===== src/rtl/boid_frame_plotter_pkg.sv =====
// Shared screen geometry, FSM encodings and the square-raster step helper used by the
// boid plotter and its neighbours (wrapper, VGA controller).
package boid_frame_plotter_pkg;

  localparam int VIDEO_WIDTH         = 640;
  localparam int VIDEO_HEIGHT        = 480;
  localparam int PIXEL_COUNT         = VIDEO_WIDTH * VIDEO_HEIGHT;
  localparam int PIXEL_ADDRESS_WIDTH = $clog2(PIXEL_COUNT);
  localparam int MAX_BOIDS           = 8;

  localparam logic [2:0] ST_IDLE  = 3'd0;
  localparam logic [2:0] ST_SWAP  = 3'd1;
  localparam logic [2:0] ST_ERASE = 3'd2;
  localparam logic [2:0] ST_FETCH = 3'd3;
  localparam logic [2:0] ST_DRAW  = 3'd4;
  localparam logic [2:0] ST_DONE  = 3'd5;

  typedef struct packed {
    logic [1:0] dx;
    logic [1:0] dy;
    logic       last;
  } raster_t;

  // Next (dx,dy) inside a square of side size_m1+1, dx fastest; last flags the final pixel.
  function automatic raster_t raster_next(input logic [1:0] dx,
                                          input logic [1:0] dy,
                                          input logic [1:0] size_m1);
    raster_t r;
    r.dx   = dx + 2'd1;
    r.dy   = dy;
    r.last = 1'b0;
    if (dx == size_m1) begin
      r.dx = 2'd0;
      if (dy == size_m1) begin
        r.dy   = 2'd0;
        r.last = 1'b1;
      end else begin
        r.dy = dy + 2'd1;
      end
    end
    return r;
  endfunction

endpackage


===== src/rtl/boid_frame_plotter_if.sv =====
// Plotter-side bus: coordinate fetch from the BPU array and the pixel write port.
// master = plotter, slave = BPU array / pixel RAM side.
interface boid_frame_plotter_if #(
  parameter int SEL_W      = 3,
  parameter int X_WIDTH    = 10,
  parameter int Y_WIDTH    = 9,
  parameter int ADDR_WIDTH = 19
);
  logic [SEL_W-1:0]      boid_sel;
  logic [X_WIDTH-1:0]    boid_x;
  logic [Y_WIDTH-1:0]    boid_y;
  logic                  fb_we;
  logic                  fb_buf;
  logic [ADDR_WIDTH-1:0] fb_addr;
  logic                  fb_data;

  modport master (
    output boid_sel, fb_we, fb_buf, fb_addr, fb_data,
    input  boid_x, boid_y
  );

  modport slave (
    input  boid_sel, fb_we, fb_buf, fb_addr, fb_data,
    output boid_x, boid_y
  );
endinterface


===== src/rtl/boid_frame_plotter_pos_store.sv =====
// Per-buffer record of where each boid was last drawn: 2 x NUM_BOIDS {valid,x,y},
// one synchronous write port, asynchronous read, valid bits cleared by reset.
module boid_frame_plotter_pos_store #(
  parameter int NUM_BOIDS = 8,
  parameter int X_WIDTH   = 10,
  parameter int Y_WIDTH   = 9,
  parameter int SEL_W     = 3
) (
  input  logic               clock,
  input  logic               reset_n,
  input  logic               wr_en,
  input  logic               wr_buf,
  input  logic [SEL_W-1:0]   wr_idx,
  input  logic [X_WIDTH-1:0] wr_x,
  input  logic [Y_WIDTH-1:0] wr_y,
  input  logic               rd_buf,
  input  logic [SEL_W-1:0]   rd_idx,
  output logic               rd_valid,
  output logic [X_WIDTH-1:0] rd_x,
  output logic [Y_WIDTH-1:0] rd_y
);
  localparam int DEPTH = 2 * NUM_BOIDS;

  logic [DEPTH-1:0]   valid_q, valid_d;
  logic [X_WIDTH-1:0] x_q [DEPTH];
  logic [X_WIDTH-1:0] x_d [DEPTH];
  logic [Y_WIDTH-1:0] y_q [DEPTH];
  logic [Y_WIDTH-1:0] y_d [DEPTH];
  logic [SEL_W:0]     wr_addr, rd_addr;

  // Buffer b occupies entries b*NUM_BOIDS .. b*NUM_BOIDS+NUM_BOIDS-1.
  assign wr_addr = (SEL_W+1)'(wr_buf ? NUM_BOIDS : 0) + (SEL_W+1)'(wr_idx);
  assign rd_addr = (SEL_W+1)'(rd_buf ? NUM_BOIDS : 0) + (SEL_W+1)'(rd_idx);

  always_comb begin
    valid_d = valid_q;
    x_d     = x_q;
    y_d     = y_q;
    if (wr_en) begin
      valid_d[wr_addr] = 1'b1;
      x_d[wr_addr]     = wr_x;
      y_d[wr_addr]     = wr_y;
    end
  end

  always_ff @(posedge clock or negedge reset_n) begin
    if (!reset_n) begin
      valid_q <= '0;
    end else begin
      valid_q <= valid_d;
    end
  end

  always_ff @(posedge clock) begin
    x_q <= x_d;
    y_q <= y_d;
  end

  assign rd_valid = valid_q[rd_addr];
  assign rd_x     = x_q[rd_addr];
  assign rd_y     = y_q[rd_addr];

endmodule


===== src/rtl/boid_frame_plotter.sv =====
// Double-buffered boid plotter: on frame_start swap buffers, erase old squares in the new back
// buffer, then fetch and draw every boid. 1+sum(erase)+N*(1+S^2)+1 cycles; no backpressure.
module boid_frame_plotter #(
  parameter int NUM_BOIDS    = 8,
  parameter int X_WIDTH      = 10,
  parameter int Y_WIDTH      = 9,
  parameter int VIDEO_WIDTH  = boid_frame_plotter_pkg::VIDEO_WIDTH,
  parameter int VIDEO_HEIGHT = boid_frame_plotter_pkg::VIDEO_HEIGHT,
  parameter int BOID_SIZE    = 2,
  parameter int ADDR_WIDTH   = boid_frame_plotter_pkg::PIXEL_ADDRESS_WIDTH
) (
  input  logic                 clock,
  input  logic                 reset_n,
  input  logic                 frame_start,
  boid_frame_plotter_if.master bus,
  output logic                 display_buf,
  output logic                 busy,
  output logic                 overrun
);
  import boid_frame_plotter_pkg::*;

  localparam int               SEL_W    = (NUM_BOIDS > 1) ? $clog2(NUM_BOIDS) : 1;
  localparam logic [SEL_W-1:0] LAST_IDX = SEL_W'(NUM_BOIDS - 1);
  localparam logic [1:0]       SIZE_M1  = 2'(BOID_SIZE - 1);
  localparam logic [X_WIDTH:0] X_LIMIT  = (X_WIDTH+1)'(VIDEO_WIDTH);
  localparam logic [Y_WIDTH:0] Y_LIMIT  = (Y_WIDTH+1)'(VIDEO_HEIGHT);

  logic [2:0]            state_q, state_d;
  logic [SEL_W-1:0]      idx_q, idx_d;
  logic [SEL_W-1:0]      sel_q, sel_d;
  logic [1:0]            dx_q, dx_d;
  logic [1:0]            dy_q, dy_d;
  logic                  disp_q, disp_d;
  logic                  fb_we_q, fb_we_d;
  logic                  fb_buf_q, fb_buf_d;
  logic                  fb_data_q, fb_data_d;
  logic [ADDR_WIDTH-1:0] fb_addr_q, fb_addr_d;
  logic                  overrun_q, overrun_d;

  logic                  back_buf;
  logic                  first_draw;
  logic                  st_valid;
  logic [X_WIDTH-1:0]    st_x, cur_x;
  logic [Y_WIDTH-1:0]    st_y, cur_y;
  logic [X_WIDTH:0]      px;
  logic [Y_WIDTH:0]      py;
  logic                  in_range;
  logic [ADDR_WIDTH-1:0] pix_addr;
  raster_t               step;

  assign back_buf   = ~disp_q;
  assign first_draw = (state_q == ST_DRAW) && (dx_q == 2'd0) && (dy_q == 2'd0);

  boid_frame_plotter_pos_store #(
    .NUM_BOIDS (NUM_BOIDS),
    .X_WIDTH   (X_WIDTH),
    .Y_WIDTH   (Y_WIDTH),
    .SEL_W     (SEL_W)
  ) u_pos_store (
    .clock    (clock),
    .reset_n  (reset_n),
    .wr_en    (first_draw),
    .wr_buf   (back_buf),
    .wr_idx   (idx_q),
    .wr_x     (bus.boid_x),
    .wr_y     (bus.boid_y),
    .rd_buf   (back_buf),
    .rd_idx   (idx_q),
    .rd_valid (st_valid),
    .rd_x     (st_x),
    .rd_y     (st_y)
  );

  // The BPU coordinates are only guaranteed on the first DRAW cycle; later cycles use the copy just stored.
  assign cur_x    = first_draw ? bus.boid_x : st_x;
  assign cur_y    = first_draw ? bus.boid_y : st_y;
  assign px       = {1'b0, cur_x} + (X_WIDTH+1)'(dx_q);
  assign py       = {1'b0, cur_y} + (Y_WIDTH+1)'(dy_q);
  assign in_range = (px < X_LIMIT) && (py < Y_LIMIT);
  assign pix_addr = ADDR_WIDTH'(py) * ADDR_WIDTH'(VIDEO_WIDTH) + ADDR_WIDTH'(px);
  assign step     = raster_next(dx_q, dy_q, SIZE_M1);

  always_comb begin
    state_d   = state_q;
    idx_d     = idx_q;
    sel_d     = sel_q;
    dx_d      = dx_q;
    dy_d      = dy_q;
    disp_d    = disp_q;
    fb_we_d   = 1'b0;
    fb_data_d = fb_data_q;
    fb_addr_d = fb_addr_q;
    overrun_d = frame_start && (state_q != ST_IDLE);

    case (state_q)
      ST_IDLE: begin
        if (frame_start) begin
          state_d = ST_SWAP;
        end
      end
      ST_SWAP: begin
        disp_d  = ~disp_q;
        idx_d   = '0;
        sel_d   = '0;
        dx_d    = 2'd0;
        dy_d    = 2'd0;
        state_d = ST_ERASE;
      end
      ST_ERASE: begin
        if (st_valid) begin
          fb_we_d   = in_range;
          fb_data_d = 1'b0;
          if (in_range) begin
            fb_addr_d = pix_addr;
          end
          dx_d = step.dx;
          dy_d = step.dy;
        end
        // Empty slots cost one cycle; drawn slots move on after their last pixel.
        if (!st_valid || step.last) begin
          if (idx_q == LAST_IDX) begin
            idx_d   = '0;
            state_d = ST_FETCH;
          end else begin
            idx_d = idx_q + 1'b1;
          end
        end
      end
      ST_FETCH: begin
        state_d = ST_DRAW;
      end
      ST_DRAW: begin
        fb_we_d   = in_range;
        fb_data_d = 1'b1;
        if (in_range) begin
          fb_addr_d = pix_addr;
        end
        dx_d = step.dx;
        dy_d = step.dy;
        if (step.last) begin
          if (idx_q == LAST_IDX) begin
            state_d = ST_DONE;
          end else begin
            idx_d   = idx_q + 1'b1;
            sel_d   = idx_q + 1'b1;
            state_d = ST_FETCH;
          end
        end
      end
      ST_DONE: begin
        state_d = ST_IDLE;
      end
      default: begin
        state_d = ST_IDLE;
      end
    endcase

    fb_buf_d = ~disp_d;
  end

  always_ff @(posedge clock or negedge reset_n) begin
    if (!reset_n) begin
      state_q   <= ST_IDLE;
      idx_q     <= '0;
      sel_q     <= '0;
      dx_q      <= 2'd0;
      dy_q      <= 2'd0;
      disp_q    <= 1'b0;
      fb_we_q   <= 1'b0;
      fb_buf_q  <= 1'b1;
      fb_data_q <= 1'b0;
      fb_addr_q <= '0;
      overrun_q <= 1'b0;
    end else begin
      state_q   <= state_d;
      idx_q     <= idx_d;
      sel_q     <= sel_d;
      dx_q      <= dx_d;
      dy_q      <= dy_d;
      disp_q    <= disp_d;
      fb_we_q   <= fb_we_d;
      fb_buf_q  <= fb_buf_d;
      fb_data_q <= fb_data_d;
      fb_addr_q <= fb_addr_d;
      overrun_q <= overrun_d;
    end
  end

  assign bus.boid_sel = sel_q;
  assign bus.fb_we    = fb_we_q;
  assign bus.fb_buf   = fb_buf_q;
  assign bus.fb_addr  = fb_addr_q;
  assign bus.fb_data  = fb_data_q;
  assign display_buf  = disp_q;
  assign busy         = (state_q != ST_IDLE);
  assign overrun      = overrun_q;

endmodule

===== src/flat_wrapper.sv =====
// flat-port wrapper written by rule: the top's interface ports become plain ports
module boid_frame_plotter_flat import boid_frame_plotter_pkg::*;
#(
  parameter int NUM_BOIDS    = 8,
  parameter int X_WIDTH      = 10,
  parameter int Y_WIDTH      = 9,
  parameter int VIDEO_WIDTH  = boid_frame_plotter_pkg::VIDEO_WIDTH,
  parameter int VIDEO_HEIGHT = boid_frame_plotter_pkg::VIDEO_HEIGHT,
  parameter int BOID_SIZE    = 2,
  parameter int ADDR_WIDTH   = boid_frame_plotter_pkg::PIXEL_ADDRESS_WIDTH
)
  (clock, reset_n, frame_start, display_buf, busy, overrun, bus_boid_sel, bus_fb_we, bus_fb_buf, bus_fb_addr, bus_fb_data, bus_boid_x, bus_boid_y);
  boid_frame_plotter_if #(.X_WIDTH(X_WIDTH), .Y_WIDTH(Y_WIDTH), .ADDR_WIDTH(ADDR_WIDTH)) bus_i ();
  input  logic clock;
  input  logic reset_n;
  input  logic frame_start;
  output logic display_buf;
  output logic busy;
  output logic overrun;
  output wire logic [$bits(bus_i.boid_sel)-1:0] bus_boid_sel;
  output wire logic [$bits(bus_i.fb_we)-1:0] bus_fb_we;
  output wire logic [$bits(bus_i.fb_buf)-1:0] bus_fb_buf;
  output wire logic [$bits(bus_i.fb_addr)-1:0] bus_fb_addr;
  output wire logic [$bits(bus_i.fb_data)-1:0] bus_fb_data;
  input wire logic [$bits(bus_i.boid_x)-1:0] bus_boid_x;
  input wire logic [$bits(bus_i.boid_y)-1:0] bus_boid_y;
  assign bus_boid_sel = bus_i.boid_sel;
  assign bus_fb_we = bus_i.fb_we;
  assign bus_fb_buf = bus_i.fb_buf;
  assign bus_fb_addr = bus_i.fb_addr;
  assign bus_fb_data = bus_i.fb_data;
  assign bus_i.boid_x = bus_boid_x;
  assign bus_i.boid_y = bus_boid_y;
  boid_frame_plotter #(.NUM_BOIDS(NUM_BOIDS), .X_WIDTH(X_WIDTH), .Y_WIDTH(Y_WIDTH), .VIDEO_WIDTH(VIDEO_WIDTH), .VIDEO_HEIGHT(VIDEO_HEIGHT), .BOID_SIZE(BOID_SIZE), .ADDR_WIDTH(ADDR_WIDTH)) u_core (.clock(clock), .reset_n(reset_n), .frame_start(frame_start), .bus(bus_i), .display_buf(display_buf), .busy(busy), .overrun(overrun));
endmodule

===== config.mk =====
export PLATFORM = sky130hd
export DESIGN_NAME = boid_frame_plotter_flat
export DESIGN_NICKNAME = d
export VERILOG_FILES = /design/src/rtl/boid_frame_plotter_pkg.sv /design/src/rtl/boid_frame_plotter_if.sv /design/src/rtl/boid_frame_plotter_pos_store.sv /design/src/rtl/boid_frame_plotter.sv /design/src/flat_wrapper.sv
export SDC_FILE = /design/constraint.sdc
export NUM_CORES = 1
export LEC_CHECK = 0
export ABC_AREA = 1
export CORE_MARGIN = 5
export CORE_UTILIZATION = 55
export CTS_BUF_LIST = sky130_fd_sc_hd__clkbuf_8
export DETAILED_ROUTE_END_ITERATION = 6
export PLACE_DENSITY = 0.73
export SLEW_MARGIN = 25
export SYNTH_ARGS = -nofsm -noshare
export SYNTH_HDL_FRONTEND = slang
export SYNTH_SLANG_ARGS = --single-unit

===== constraint.sdc =====
create_clock -name clock -period 6 [get_ports clock]
set_clock_uncertainty 0.2 [all_clocks]
set_input_delay 1.2 -clock clock [delete_from_list [all_inputs] [get_ports clock]]
set_output_delay 1.2 -clock clock [all_outputs]
set_load 0.02 [all_outputs]

# ---- Word level (Yosys, flattened, before mapping)
# Cells that the tools add are included.
# Widths: inputs -> output; s select.
dict set report totals {
  register_bits 357
  mem_count 0
  rom_bits 0
  out_inout_bits 28
  mem_bits_rw 0
  elab_cells 141
  latch_bits 0
}
dict set report classes {
  n_shift 0
  n_div 0
  eq_ne 13
  muxes 46
  magnitude_cmp 6
  n_addsub 7
  reduce_logical 20
  n_bitwise 4
  multipliers 1
}
# op n
set ops {}
lappend ops {{$bwmux 160} 1}
lappend ops {{$bwmux 144} 1}
lappend ops {{$bmux 10 s4} 1}
lappend ops {{$demux 10 s4} 1}
lappend ops {{$mux 10} 4}
lappend ops {{$mux 19} 2}
lappend ops {{$pmux 19 s2} 1}
lappend ops {{$bmux 9 s4} 1}
lappend ops {{$demux 9 s4} 1}
lappend ops {{$mux 9} 4}
lappend ops {{$mux 3} 9}
lappend ops {{$add 19x11->19} 1}
lappend ops {{$or 16x16->16} 1}
lappend ops {{$pmux 3 s5} 1}
lappend ops {{$mul 10x3->12 const B} 1}
lappend ops {{$pmux 2 s3} 2}
lappend ops {{$add 10x2->11} 1}
lappend ops {{$lt 11x10->1 const B} 1}
lappend ops {{$add 9x2->10} 1}
lappend ops {{$lt 10x9->1 const B} 1}
lappend ops {{$pmux 3 s3} 1}
lappend ops {{$ne 2x1->1 const B} 4}
lappend ops {{$reduce_and 4->1} 2}
lappend ops {{$eq 3x2->1 const B} 2}
lappend ops {{30 further kinds} 52}

# ---- Logic depth before layout (Yosys ltp)
# Gate-level depths: netlist (run 1).
dict set report depth {
  word_depth 13
  ltp_mapped 36
  mapped_depth_nobuf 31
}

# ---- Hierarchy
# From an unflattened synthesis (run 1), not the netlist that was laid out.
dict set report unflattened {
  hier_cells 1778
  hier_area_um2 16955.0
}
# module instances area_each_um2 seq_area_each_um2 cells_per_inst
set modules_own_cells {}
lappend modules_own_cells {boid_frame_plotter_pos_store 1 13802.0 9529.1 1335}
lappend modules_own_cells {boid_frame_plotter 1 3153.0 927.1 443}

# ---- Worst setup path before layout (run 1)
# OpenSTA, ideal clock, no wires.
dict set report synth_path {
  path_kind {reg-to-reg}
  start {register u_core.idx_q[0]}
  end {register u_core.fb_addr_q[18] (netlist: u_core.bus.fb_addr[18])}
  n_path_buf 7
  setup_slack_ns 0.647
  setup_time_ns 0.117
  arrival_ns 5.035
  path_stages_with_launch 29
  t_required_ns 5.683
  path_cell_list {dfrtp_1 > buf_4 > inv_2 > buf_6 > buf_6 > buf_4 > buf_2 > clkbuf_1 > clkbuf_1 > nor2_1 > o22ai_1 > nand2_1 > a41oi_1 > ha_1 > a21oi_1 > nor2_1 > xnor2_1 > ha_1 > ha_1 > fa_1 > o21ai_0 > nor3b_1 > nand4_1 > nor2_1 > inv_1 > nor2_1 > nand2_1 > nand3_1 > nand2_1}
}
dict set report synth_between {
  elab_chain_cells 12
  word_cells_on_any_way 24
}
# element line
set synth_rtl {}
lappend synth_rtl {{start, declared} boid_frame_plotter.sv:29} ;# logic [SEL_W-1:0] idx_q, idx_d;
lappend synth_rtl {{start signal, assigned} boid_frame_plotter.sv:176} ;# idx_q <= idx_d;
lappend synth_rtl {{$add 4x3->4 *} boid_frame_plotter_pos_store.sv:33} ;# assign rd_addr = (SEL_W+1)'(rd_buf ? NUM_BOIDS : 0) + (SEL_W+1)'(rd_idx);
lappend synth_rtl {{$not 4->5 (not written as such)} {boid_frame_plotter_pos_store.sv:60, boid_frame_plotter_pos_store.sv:61}}
lappend synth_rtl {{$bmux 9 s4 or $bmux 10 s4 (tied branches)} {boid_frame_plotter_pos_store.sv:61, boid_frame_plotter_pos_store.sv:60}}
lappend synth_rtl {{$mux 9 (not written as such) or $mux 10 (tied branches) (2 in series)} {boid_frame_plotter_pos_store.sv:61, boid_frame_plotter_pos_store.sv:60}}
lappend synth_rtl {{$mux 9 or $mux 10 (tied branches)} {boid_frame_plotter.sv:76, boid_frame_plotter.sv:75}}
lappend synth_rtl {{$add 9x2->10 or $add 10x2->11 (tied branches)} {boid_frame_plotter.sv:78, boid_frame_plotter.sv:77}}
lappend synth_rtl {{$mul 10x3->12, or another cell as far along} boid_frame_plotter.sv:80} ;# assign pix_addr = ADDR_WIDTH'(py) * ADDR_WIDTH'(VIDEO_WIDTH) + ADDR_WIDTH'(px);
lappend synth_rtl {{$add 19x11->19 or $logic_and 1x1->1 (tied branches)} {boid_frame_plotter.sv:80, boid_frame_plotter.sv:79}}
lappend synth_rtl {{$mux 19} {boid_frame_plotter.sv:113, boid_frame_plotter.sv:135}}
lappend synth_rtl {{$mux 19} boid_frame_plotter.sv:110} ;# if (st_valid) begin
lappend synth_rtl {{$pmux 19 s2} boid_frame_plotter.sv:95} ;# case (state_q)
lappend synth_rtl {{end signal, assigned} boid_frame_plotter.sv:184} ;# fb_addr_q <= fb_addr_d;
lappend synth_rtl {{end, declared} boid_frame_plotter.sv:37} ;# logic [ADDR_WIDTH-1:0] fb_addr_q, fb_addr_d;
# Mark *: on every way between the ends. The rest lies on a longest branch, timed or not. The select of a mux whose other input is x is not followed.
# A chain may end at the register's enable or synchronous reset.

# ---- Worst setup path after layout (run 1)
dict set report layout_path {
  start {register u_core.state_q[1]}
  end {register u_core.fb_addr_q[18] (netlist: u_core.bus.fb_addr[18])}
}
dict set report layout_between {
  elab_chain_cells 10
  word_cells_on_any_way 19
}
# element line
set layout_rtl {}
lappend layout_rtl {{start, declared} boid_frame_plotter.sv:28} ;# logic [2:0] state_q, state_d;
lappend layout_rtl {{start signal, assigned} boid_frame_plotter.sv:175} ;# state_q <= state_d;
lappend layout_rtl {{$eq 3x3->1} {boid_frame_plotter.sv:52, boid_frame_plotter.sv:95}}
lappend layout_rtl {{$logic_and 1x1->1 (2 in series)} boid_frame_plotter.sv:52} ;# assign first_draw = (state_q == ST_DRAW) && (dx_q == 2'd0) && (dy_q == 2'd0);
lappend layout_rtl {{$mux 9 or $mux 10 (tied branches)} {boid_frame_plotter.sv:76, boid_frame_plotter.sv:75}}
lappend layout_rtl {{$add 9x2->10 or $add 10x2->11 (tied branches)} {boid_frame_plotter.sv:78, boid_frame_plotter.sv:77}}
lappend layout_rtl {{$mul 10x3->12, or another cell as far along} boid_frame_plotter.sv:80}
lappend layout_rtl {{$add 19x11->19 or $logic_and 1x1->1 (tied branches)} {boid_frame_plotter.sv:80, boid_frame_plotter.sv:79}}
lappend layout_rtl {{$mux 19} {boid_frame_plotter.sv:113, boid_frame_plotter.sv:135}}
lappend layout_rtl {{$mux 19} boid_frame_plotter.sv:110}
lappend layout_rtl {{$pmux 19 s2} boid_frame_plotter.sv:95}
# Several ways; a longest one is shown, not always the timed one. The select of a mux whose other input is x is not followed.

==> metrics.md, run 1 <==
| Metric | Value |
|---|---|
| Outcome | finished, final reports clean |
| # hold bufs at CTS | 0 |
| Synthesis Warnings | 0 |
| Hold Path Class | reg2reg |
| Critical path class | reg2reg |
| I/O Buffers | 49 |
| Initial antenna violation count | 0 |
| WL final | roughly 39000 um |
| Half-perimeter wire length after placement | about 24000 um |
| I/O pin cnt | 50 |
| Total track usage | 23.6% |
| Reg2reg path depth | 29 |
| CTS tree | yes |
| Final setup TNS | 0 ns |
| WL/cell | 19.4 um |
| Maximum level of the CTS H-tree | 2 |
| ANT cells | 0 |
| R2R setup slack | around 0.7 ns |
| Least-Margin Pin Slew | between 0.9 and 1 ns |
| Startpoint Class | flip-flop |
| GRT Residual Overflow | 0 |
| CTS Sinks | 357 |
| Initial drt markers | roughly 1200 |
| Total iterations of the first detailed-routing run | 5 |
| Layout Nets | around 1600 |
| Post_cts resized | 0 |
| RSZ-0062 raised after global routing | no |
| HP Start | u_core.u_pos_store.valid_q[14]$_DFFE_PN0P_ |
| WHS Path Cells | 2 |
| Die footprint | around 33000 um2 |
| CTS Buf Count | 55 |
| Pwr dens | about 520 nW/um2 |
| Via count | between 10000 and 15000 |
| FF/Latch Area | about 10000 um2 |
| Fin. Hold Viols | 0 |
| Crit Path Max Fanout | 16 |
| Gpl congestion | 0.866 |
| Finished Layout Cells | about 2000 |
| Synthesized instance count | roughly 1500 |
| Initial Utilization | 55.6% |
| Worst path bufs/invs | 7 |
| Drt via density | ~5.6 |
| Area of the multi-input gates | ~4700 um2 |
| RR Startpoint | u_core.state_q[1]$_DFFE_PN0P_ |
| Synth area leader | edfxtp_1 |
| DIE HEIGHT | 180 um |
| Top post-synthesis cells by area | edfxtp_1 57%, dfrtp_1 8.2%, nand2_1 7.0%, nor2_1 6.0%, o21ai_0 3.9% |
| Required time of the worst setup path | approximately 6.3 ns |
| CTS Buffer Depth | 3 |
| Residual DRC | 0 |
| Fillers | approximately 2200 |
| Max incr delay on CP | about 0.43 ns |
| Final setup violation count | 0 |
| Worst-path clk slew | 0.08 ns |
| First-pass GRT wire length | 60700 um |
| RR Endpoint | u_core.bus.fb_addr[18]$_DFFE_PN0P_ |
| Number of distinct library cells after synthesis | 46 |
| Post-CTS setup buffer count | 0 |
| Final Cycle Share | about nine tenths |
| Cell Area, Synth | approximately 16000 um2 |
| Worst relative slew slack | between 30% and 40% |
| Pleak | about 0.007 uW |
| Max VDD drop | 292 uV |
| Core footprint | between 20000 and 30000 um2 |
| Area delta synth->final | 12.9% |
| Fmax | between 150 and 200 MHz |
| Cell row count | just over 60 |
| Max-slew violations | 0 |
| Placed insts | between 1500 and 2000 |
| Share of cells above drive strength 1 | 11.1% |
| Clk Latency, worst-skew pair | approximately 0.60 ns |
| Vias in the first global route | 10800 |
| Sequential fraction of the synthesis area | 65.6% |
| Worst setup EP type | flip-flop |
| Share of the synthesized area in the top cell type | 57.2% |
| Crit-path slowest cell | dfrtp_1 |
| Hold Path Sink | u_core.u_pos_store.valid_q[14]$_DFFE_PN0P_ |
| FF+latch count, synth | roughly 360 |
| Fin crit period | ~5.3 ns |
| Detail Route Antenna Nets | 0 |
| Largest net degree at the start of global routing | around 130 |
| WP data arrival | 5.57 ns |
| CP delay by family, top | simple AND/OR/NAND/NOR gates |
| Post-Syn Nets | 1543 |
| Max-cap viol count | 0 |
| Root Driver | clkbuf_8 |
| Die width | roughly 180 um |
| Mapped Avg Cell Area | approximately 11 um2 |
## tightest hold or removal path, stage by stage (launching register included)
cell	delay (ns)
dfrtp_1	0.32
inv_1	0.05
o21ai_0	0.06
## layout make-up
class	instances	area share [%]
sequential	357	58.1
multi-input combinational	964	26.2
timing repair buffer	96	4.79
clock buffer	57	4.36
tap	384	2.67
inverter	105	2.23
clock inverter	46	1.72
## Yosys cell counts (all sizes together)
cell	count
nor2	262
a21oi	40
nand4	9
o31ai	2
xor2	13
a211oi	1
or2	11
dfrtp	52
a41oi	4
o21ai	148
a31oi	1
edfxtp	304
buf	52
a21boi	1
ha	25
nor4	2
clkbuf	14
nor3b	2
nand3	71
xnor2	4
nand3b	3
fa	4
nand2	303
and2	1
dfstp	1
o22ai	40
o211ai	1
o21bai	8
clkinv	1
inv	104
nor3	8
## layout by cell type, fill, tap and decap left out, types with 3 or more instances in the layout
cell type / netlist / layout
nand3b_1: 3 / 3
o21ai_1: 24 / 24
bufinv_16: 0 / 4
clkinv_1: 1 / 15
a41oi_1: 3 / 3
a21oi_1: 39 / 39
inv_4: 2 / 3
inv_6: 0 / 3
clkinv_2: 0 / 5
nand4_1: 9 / 9
clkbuf_8: 0 / 57
nor3_1: 6 / 6
inv_2: 7 / 6
inv_1: 95 / 113
edfxtp_1: 304 / 304
o22ai_1: 40 / 40
nand2_1: 298 / 298
dfrtp_1: 52 / 50
o21bai_2: 4 / 4
fa_1: 4 / 4
ha_1: 25 / 25
nor2_2: 4 / 22
buf_4: 17 / 45
nor2_1: 255 / 237
o21ai_0: 124 / 124
o21bai_1: 4 / 4
nor2_4: 3 / 3
xnor2_1: 4 / 4
clkdlybuf4s50_1: 0 / 48
nand3_1: 69 / 69
xor2_1: 13 / 13
or2_2: 10 / 10
nand2_2: 4 / 4
## per-stage QoR
stage	utilization, %	hold WS [ns]	instance area [um2]	total power [uW]	setup WS [ns]
after floorplan	-	0.227	16000	6240	0.647
after CTS	62.8	0.264	18000	9360	0.705
after detailed placement	58.9	0.245	16900	7340	0.408
after global placement	58.9	0.238	16900	7270	0.496
after global routing	62.8	0.281	18000	10100	0.123
final	62.8	0.262	18000	9320	0.698
## sequential cells by signal, indices dropped and copies added (netlist names)
register,flops
u_core.dx_q,2
u_core.bus.fb_buf,1
u_core.overrun,1
u_core.u_pos_store.x_q,160
u_core.u_pos_store.valid_q,16
u_core.u_pos_store.y_q,144
u_core.bus.fb_we,1
u_core.bus.fb_data,1
u_core.idx_q,3
u_core.bus.fb_addr,19
u_core.dy_q,2
u_core.display_buf,1
u_core.bus.boid_sel,3
u_core.state_q,3
## cells by family after synthesis
group	after synthesis	synth area share, %
AOI/OAI and AO/OA	246	8.50
xor gates and xnor gates	17	0.933
adders and majority gates	29	2.46
buffers and inverters	171	5.20
DFF	357	65.6
and+or+nand+nor	672	17.4
## where the power goes
group | switching (uW) | internal (uW) | leakage [uW] | total (uW)
clock network | 935 | 1060 | 0.000624 | 2000
logic | 2840 | 1530 | 0.00306 | 4370
registers | 116 | 2830 | 0.00338 | 2950
total | 3890 | 5430 | 0.00706 | 9320
## worst max path at each step
stage	from	endpoint	slack [ns]	cells after the start
finish	u_core.state_q[1]$_DFFE_PN0P_	u_core.bus.fb_addr[18]$_DFFE_PN0P_	0.70	29
global route	u_core.state_q[1]$_DFFE_PN0P_	u_core.bus.fb_addr[18]$_DFFE_PN0P_	0.12	32
CTS	u_core.state_q[1]$_DFFE_PN0P_	u_core.bus.fb_addr[18]$_DFFE_PN0P_	0.70	29
detailed placement	bus_boid_y[1]	u_core.bus.fb_addr[18]$_DFFE_PN0P_	0.41	19
global placement	bus_boid_y[1]	u_core.bus.fb_addr[18]$_DFFE_PN0P_	0.50	21
floorplan	u_core.idx_q[0]$_DFFE_PN0P_	u_core.bus.fb_addr[18]$_DFFE_PN0P_	0.65	28
## layer usage
metal | wire length, um | track usage (%)
met4 | 933 | 6.87
met1 | 16300 | 32.6
met2 | 18800 | 39.2
met5 | 0 | 0
met3 | 2900 | 3.88
Power figures use the tool's default switching activity.
==> run 2, diff against run 1 <==
--- a/config.mk
+++ b/config.mk
@@ -6,7 +6,6 @@
 export NUM_CORES = 1
 export LEC_CHECK = 0
 export ABC_AREA = 1
-export CORE_MARGIN = 5
 export CORE_UTILIZATION = 55
 export CTS_BUF_LIST = sky130_fd_sc_hd__clkbuf_8
 export DETAILED_ROUTE_END_ITERATION = 6
==> metrics.md, run 2 (synthesis results as in run 1) <==
| Metric | Value |
|---|---|
| Fillers | 2197 (-2.0%) |
| R2R setup slack | 0.64 ns (-0.06 ns) |
| I/O pin cnt | 50 (unchanged) |
| Vias in the first global route | 10600 (-1.7%) |
| Cell row count | 61 (-1.6%) |
| # hold bufs at CTS | 0 (unchanged) |
| Worst setup EP type | flip-flop |
| Initial drt markers | 1256 (+1.9%) |
| Worst path bufs/invs | 5 (-2) |
| Largest net degree at the start of global routing | 90 (-28%) |
| Initial antenna violation count | 0 (unchanged) |
| Required time of the worst setup path | 6.27 ns (about the same) |
| Clk Latency, worst-skew pair | 0.59 ns (about the same) |
| First-pass GRT wire length | 59400 um (-2.1%) |
| Detail Route Antenna Nets | 0 (unchanged) |
| Drt via density | 5.62 (+0.87%) |
| Share of cells above drive strength 1 | 10.6% (-0.53 points) |
| Worst-path clk slew | 0.06 ns (-0.02 ns) |
| Root Driver | clkbuf_8 |
| RSZ-0062 raised after global routing | no |
| Critical path class | reg2reg |
| Fin. Hold Viols | 0 (unchanged) |
| Pleak | 0.00701 uW (-0.68%) |
| GRT Residual Overflow | 0 (unchanged) |
| Gpl congestion | 0.911 (+5.2%) |
| Finished Layout Cells | 1990 (-0.95%) |
| CTS Sinks | 357 (unchanged) |
| ANT cells | 0 (unchanged) |
| Max reg flops | 160 (unchanged) |
| Half-perimeter wire length after placement | 22600 um (-4.8%) |
| Final setup violation count | 0 (unchanged) |
| Final setup TNS | 0 ns (unchanged) |
| Placed insts | 1891 (-0.79%) |
| Most common cell after layout, fill and taps aside | edfxtp_1 |
| CTS Buffer Depth | 3 (unchanged) |
| Final Cycle Share | 89.3% (+0.92 points) |
| Startpoint Class | flip-flop |
| WL/cell | 19.3 um (-0.58%) |
| Critical path origin | u_core.idx_q[0]$_DFFE_PN0P_ |
| RR Endpoint | u_core.bus.fb_addr[18]$_DFFE_PN0P_ |
| Fin crit period | 5.36 ns (+0.0551 ns) |
| Core footprint | 28200 um2 (-1.9%) |
| Total iterations of the first detailed-routing run | 6 (+1) |
| WL final | 38400 um (-1.5%) |
| Crit-path slowest cell | dfrtp_4 |
| Outcome | finished, final reports clean |
| Worst relative slew slack | 35.7% (-2.9 points) |
| Max-cap viol count | 0 (unchanged) |
| Biggest register | u_core.u_pos_store.x_q |
| Max-slew violations | 0 (unchanged) |
| WHS Path Cells | 2 (unchanged) |
| DIE HEIGHT | 172 um (-4.4%) |
| CP delay by family, top | simple AND/OR/NAND/NOR gates |
| RR Startpoint | u_core.idx_q[0]$_DFFE_PN0P_ |
| Die width | 172 um (-4.4%) |
| Residual DRC | 0 (unchanged) |
| Via count | 11200 (-0.080%) |
| Initial Utilization | 56.6% (+1.1 points) |
| Crit Path Max Fanout | 63 (+47) |
| CTS tree | yes |
| Hold Path Class | reg2reg |
| Commonest cells after routing, fill and taps aside | 304 x edfxtp_1, 298 x nand2_1, 237 x nor2_1 |
| Hold Path Sink | u_core.u_pos_store.valid_q[9]$_DFFE_PN0P_ |
| Fmax | 187 MHz (-1.0%) |
| WP data arrival | 5.62 ns (+0.05 ns) |
| Max VDD drop | 320 uV (+9.6%) |
| I/O Buffers | 49 (unchanged) |
| Layout Nets | 1622 (-0.49%) |
| Post-CTS setup buffer count | 0 (unchanged) |
| Maximum level of the CTS H-tree | 2 (unchanged) |
| Post_cts resized | 0 (unchanged) |
| HP Start | u_core.u_pos_store.valid_q[9]$_DFFE_PN0P_ |
| CTS Buf Count | 56 (+1.8%) |
| Die footprint | 29700 um2 (-8.7%) |
| Total track usage | 27.0% (+3.4 points) |
| Area delta synth->final | 12.4% |
| Least-Margin Pin Slew | 0.962 ns (+0.0421 ns) |
| Reg2reg path depth | 26 (-10%) |
| Pwr dens | 519 nW/um2 (+0.20%) |
| Max incr delay on CP | 0.70 ns (+0.27 ns) |
-- run 2: changes by cell type in the layout (fill, tap and decap cells not counted), sizes merged --
cell,previous run,this run
clkinv,20,12
clkbuf,57,61
bufinv,4,3
buf,48,39
clkinvlp,1,2
-- run 2: worst max-delay path by stage --
| stage | end | cells past startpoint |
|---|---|---|
| 6_report | u_core.bus.fb_addr[18]$_DFFE_PN0P_ | 26 |
| 5_1_grt | u_core.bus.fb_addr[18]$_DFFE_PN0P_ | 29 |
| 4_1_cts | u_core.bus.fb_addr[18]$_DFFE_PN0P_ | 26 |
| 3_5_place_dp | u_core.bus.fb_addr[18]$_DFFE_PN0P_ | 19 |
| 3_3_place_gp | u_core.bus.fb_addr[18]$_DFFE_PN0P_ | 19 |
| 2_1_floorplan | u_core.bus.fb_addr[18]$_DFFE_PN0P_ | 28 |
-- run 2: per-layer routing --
layer | share of wire [%] | global-route usage [%] | routed length [um] | up-vias
met1 | 43 | 37.2 | 16400 | 5360
met3 | 7.5 | 3.80 | 2860 | 84
met4 | 2.9 | 9.81 | 1120 | 0
met5 | 0 | 0 | 0 | -
li1 | - | - | - | 5260
met2 | 47 | 43.8 | 18000 | 481
-- run 2: area by class of cell --
cell class	instances	area (um2)	area share, %
clock buffers	61	840	4.68
flip-flops and latches	357	10500	58.3
clock inverters	38	234	1.30
repair buffers	87	783	4.37
inverters	105	402	2.24
well taps	378	473	2.64
multi-input cells	964	4740	26.4
-- run 2: per-stage QoR --
stage          hold slack [ns]  total power (uW)  utilization, %  setup slack, ns  cell area, um2
2_1_floorplan            0.227              6240               -            0.647           16000
3_3_place_gp             0.238              7260            59.9            0.429           16900
3_5_place_dp             0.248              7340            59.9            0.399           16900
4_1_cts                  0.263              9310            63.7            0.585           17900
5_1_grt                  0.276             10000            63.7            0.126           17900
6_report                 0.260              9300            63.7            0.643           17900
-- run 2: power by group --
group	total [uW]	switching (uW)	internal [uW]
combinational	4370	2850	1530
clock	1960	906	1060
sequential	2960	129	2830
total	9300	3880	5420
-- run 2: tightest hold or removal path: stages (launching register included) --
cell	delay, ns
dfrtp_1	0.32
inv_1	0.04
o21ai_0	0.06
